--- src/rtl/pipe_adder.sv ---
// Pipelined add/subtract unit: each stage ripples one CHUNK-bit slice, with skew registers for
// operands still to be consumed and deskew registers for sum slices already produced.
module pipe_adder #(
    parameter int unsigned WIDTH  = 8,
    parameter int unsigned STAGES = 2
) (
    input  logic             clk,
    input  logic             rst,
    input  logic             in_valid,
    output logic             in_ready,
    input  logic [WIDTH-1:0] a,
    input  logic [WIDTH-1:0] b,
    input  logic             cin,
    input  logic             sub,
    output logic             out_valid,
    input  logic             out_ready,
    output logic [WIDTH-1:0] s,
    output logic             cout,
    output logic             ovf
);

    localparam int unsigned CHUNK = WIDTH / STAGES;

    logic [STAGES-1:0][WIDTH-1:0] a_q, a_d;
    logic [STAGES-1:0][WIDTH-1:0] b_q, b_d;
    logic [STAGES-1:0][WIDTH-1:0] s_q, s_d;
    logic [STAGES-1:0]            c_q, c_d;
    logic [STAGES-1:0]            vld_q, vld_d;

    // Per-stage inputs: stage 0 takes the port operands, stage k the registers of stage k-1.
    logic [STAGES-1:0][WIDTH-1:0] a_src, b_src, s_src;
    logic [STAGES-1:0]            c_src, vld_src;
    logic [CHUNK:0]               chunk_sum;
    logic                         adv;

    assign adv      = ~out_valid | out_ready;
    assign in_ready = adv;

    always_comb begin
        a_src    = a_q;
        b_src    = b_q;
        s_src    = s_q;
        c_src    = c_q;
        vld_src  = vld_q;
        // Subtraction is a + ~b + ~cin, so invert B and the carry before the first stage.
        a_src[0]   = a;
        b_src[0]   = sub ? ~b : b;
        s_src[0]   = '0;
        c_src[0]   = sub ? ~cin : cin;
        vld_src[0] = in_valid;
        for (int k = 1; k < STAGES; k++) begin
            a_src[k]   = a_q[k-1];
            b_src[k]   = b_q[k-1];
            s_src[k]   = s_q[k-1];
            c_src[k]   = c_q[k-1];
            vld_src[k] = vld_q[k-1];
        end
    end

    always_comb begin
        a_d       = a_src;
        b_d       = b_src;
        s_d       = s_src;
        c_d       = c_src;
        vld_d     = vld_src;
        chunk_sum = '0;
        for (int k = 0; k < STAGES; k++) begin
            chunk_sum = {1'b0, a_src[k][k*CHUNK +: CHUNK]}
                      + {1'b0, b_src[k][k*CHUNK +: CHUNK]}
                      + {{CHUNK{1'b0}}, c_src[k]};
            s_d[k][k*CHUNK +: CHUNK] = chunk_sum[CHUNK-1:0];
            c_d[k]                   = chunk_sum[CHUNK];
        end
    end

    always_ff @(posedge clk) begin
        if (rst) begin
            a_q   <= '0;
            b_q   <= '0;
            s_q   <= '0;
            c_q   <= '0;
            vld_q <= '0;
        end else if (adv) begin
            a_q   <= a_d;
            b_q   <= b_d;
            s_q   <= s_d;
            c_q   <= c_d;
            vld_q <= vld_d;
        end
    end

    assign out_valid = vld_q[STAGES-1];
    assign s         = s_q[STAGES-1];
    assign cout      = c_q[STAGES-1];
    // Carry into the MSB is recovered from the MSB sum bit and the effective operands.
    assign ovf       = a_q[STAGES-1][WIDTH-1] ^ b_q[STAGES-1][WIDTH-1]
                     ^ s_q[STAGES-1][WIDTH-1] ^ c_q[STAGES-1];

endmodule

--- config.mk ---
export PLATFORM = sky130hd
export DESIGN_NAME = pipe_adder
export DESIGN_NICKNAME = d
export VERILOG_FILES = /design/src/rtl/pipe_adder.sv
export SDC_FILE = /design/constraint.sdc
export NUM_CORES = 1
export LEC_CHECK = 0
export BUFFER_PORTS_ARGS = -buffer_cell sky130_fd_sc_hd__buf_2
export CAP_MARGIN = 30
export CORE_MARGIN = 10
export CORE_UTILIZATION = 52
export DETAILED_ROUTE_END_ITERATION = 7
export PLACE_DENSITY_LB_ADDON = 0.15
export SLEW_MARGIN = 40
export SYNTH_ARGS = -nofsm -noshare
export SYNTH_HDL_FRONTEND = slang
export SYNTH_SLANG_ARGS = --single-unit
--- constraint.sdc ---
create_clock -name clk -period 2.5 [get_ports clk]
set_clock_uncertainty 0.1 [all_clocks]
set_input_delay 0.25 -clock clk [delete_from_list [all_inputs] [get_ports clk]]
set_output_delay 0.25 -clock clk [all_outputs]
set_load 0.01 [all_outputs]
==> flow_metrics.tcl <==
set metrics [dict create \
    status "finished, final reports clean" \
    drt_first_pass_iters 4 \
    antenna_left 0 \
    cts_buffers 3 \
    synth_edf_count 0 \
    post-place-ws_ns 0.317 \
    postCtsResizedCells 0 \
    dp_hpwl_um 2060 \
    synth_cell_types 29 \
    synth_ff_type "dfxtp_1" \
    cp-end-kind "register" \
    design.core.area_um2 2520 \
    yosys-top-cells-count "dfxtp_1, nand2_1, nor2_1" \
    ios 34 \
    slew_viol_final 0 \
    synth_top_area_share 0.369 \
    ir_drop_uv 321 \
    dieArea_um2 5200 \
    whs_ns 0.0546 \
    ys_warn_count 0 \
    routedWlPerCell_um 13.3 \
    post_cts_buffers 0 \
    ys_async_sr_fraction 0 \
    min_from "a[7]" \
    totalWireLength_um 2730 \
    dp_cells 202 \
    synth_adder_area_share 0.110 \
    tightest_slew_ns 0.621 \
    fmax_mhz 553 \
    grt-ovfl-total 0 \
    finish.utilization 0.620 \
    min_to "a_d[15]" \
    syn_avg_cell_area_um2 9.60 \
    r2r_slack_ns 0.85 \
    cts_tree "done" \
    syn_to_final_growth_pct 10.8 \
    hold_path_depth 3 \
    drt_iter0_drc 73 \
    cts_root_buf "clkbuf_4" \
    ff2ff_path_depth 4 \
    slew_headroom 0.586 \
    synth_area_um2 1410 \
    hp-class "in -> reg" \
    p_per_area_nw_per_um2 593 \
    worstPathArrival_ns 1.91 \
    crit_path_max_incr_delay_ns 0.43 \
    synth_top_family_by_area "simple AND/OR/NAND/NOR gates" \
    ys_seq_area_frac 0.369 \
    worst_setup_path_start_kind "primary input" \
    placedInstanceArea_um2 1530 \
    vias 1050 \
    power_mw 0.928 \
    portBuffers 33 \
    fin_cells 206 \
    antenna_found_initial 0 \
    synth_compound_area_frac 0.168 \
    setup_ws_ns 0.691 \
    finalSetupTns_ns 0 \
    syn_nets 179 \
    rows 18 \
    drc_errors 0 \
    h-tree-depth 1 \
    p_leak_nw 0.691 \
    required_ns 2.60 \
    crit_slowest_cell "fa_1" \
    synth_top_cell_by_area "dfxtp_1" \
    min_period_ns 1.81 \
    drive_above_1_share 0.352 \
    drv_cap 0 \
    path_clk_slew_ns 0.14 \
    dieHeight_um 72.1 \
    grt_use_total 0.105 \
    final_nets 209 \
    cts_max_path_buffers 2 \
    holdBufCountCts 0 \
    grt_pass1_vias 1067 \
    critPathKind "in -> reg" \
    path_cells "buf_2 > xor2_1 > fa_1 > fa_1 > a21o_1 > a211oi_1 > nor3_1" \
    r2r_start "a_d[12]" \
    grt_max_degree 31 \
    synth_mux_area_frac 0 \
    grt_first_pass_wirelength_um 4620 \
    setup_viol 0 \
    finalHoldViolations 0 \
    cp_max_fo 3 \
    path_common_cell "fa_1" \
    stdcell_area_um2 1560 \
    clock_latency_ns 0.31 \
    rsz0062_at_grt "false" \
    synth_cells 147 \
    synth_area_leaders "dfxtp_1, a21oi_2, fa_1" \
    globalplace.congestion 0.763 \
    cts_sinks 26 \
    ys_ff_latch 26 \
    initial_core_util 0.560 \
    n_antenna_cell 0 \
    fin_crit_sh 0.724 \
    die_w_um 72.1 \
    worstReg2RegEnd "s[5]" \
    yosysMostFrequentCell "dfxtp_1" \
    synth_xor_area_frac 0.0869 \
    via_per_inst 5.10 \
    synth-simple-area-share 0.180 \
]
==> critical path, delay by kind of cell <==
family | cells | cell delay (ns)
XOR/XNOR | 1 | 0.17
AND/OR/NAND/NOR | 1 | 0.08
adder cells (fa/ha/maj) | 2 | 0.84
AO/OA/AOI/OAI | 2 | 0.43
buffers and inverters | 1 | 0.13
==> worst max-delay path by stage <==
stage	from	endpoint	slack [ns]	depth (start not counted)
final	sub	c_q[0]	0.69	7
after global routing	sub	c_q[0]	0.62	7
after CTS	sub	c_q[0]	0.67	7
after detailed placement	sub	c_q[0]	0.32	7
after global placement	sub	c_q[0]	0.38	7
after floorplan	sub	c_q[0]	0.41	7
==> routing by layer <==
metal,wire length (µm),global-route usage,vias to the layer above,share of wire
met1,1290,0.122,482,0.47
met4,14,0.0258,0,0.0051
li1,-,-,546,-
met5,0,0,-,0
met2,1270,0.181,20,0.47
met3,154,0.0313,2,0.056
==> layout by cell type, fill, tap and decap left out, types with 4 or more instances in the layout <==
cell type	instances
a21oi_1	7
xor2_1	7
a211oi_1	8
nor2_1	11
a21oi_2	10
nand2_1	20
dfxtp_1	26
ha_1	6
xnor2_1	7
buf_2	33
fa_1	4
nand2_2	10
==> power by group <==
| part | leakage [nW] | total [mW] | switching (mW) | internal [mW] |
|---|---|---|---|---|
| clock network | 0.0210 | 0.214 | 0.125 | 0.0889 |
| logic | 0.455 | 0.229 | 0.119 | 0.110 |
| registers | 0.215 | 0.485 | 0.0265 | 0.458 |
| total | 0.691 | 0.928 | 0.270 | 0.658 |
==> cells by family (layout without fill, tap and decap cells) <==
family	after synthesis	in the layout
AOI/OAI and AO/OA	31	31
xor gates and xnor gates	14	14
adders and majority gates	10	10
buffers and inverters	14	43
DFF	26	26
and+or+nand+nor	52	52
==> layout make-up <==
type                            instances  area, µm²
Multi-Input combinational cell        107        769
Sequential cell                        26        520
Fill cell                             231        958
Inverter                                4       20.0
Tap cell                               30       37.5
Timing Repair Buffer                   35        180
Clock buffer                            4       36.3
==> registers in the layout, indices dropped and copies added, names as in the netlist <==
signal  flops
s_d         4
a_d         4
vld_q       2
s           8
b_d         4
b_q         1
c_q         2
a_q         1
(Power assumes the default switching activity.)
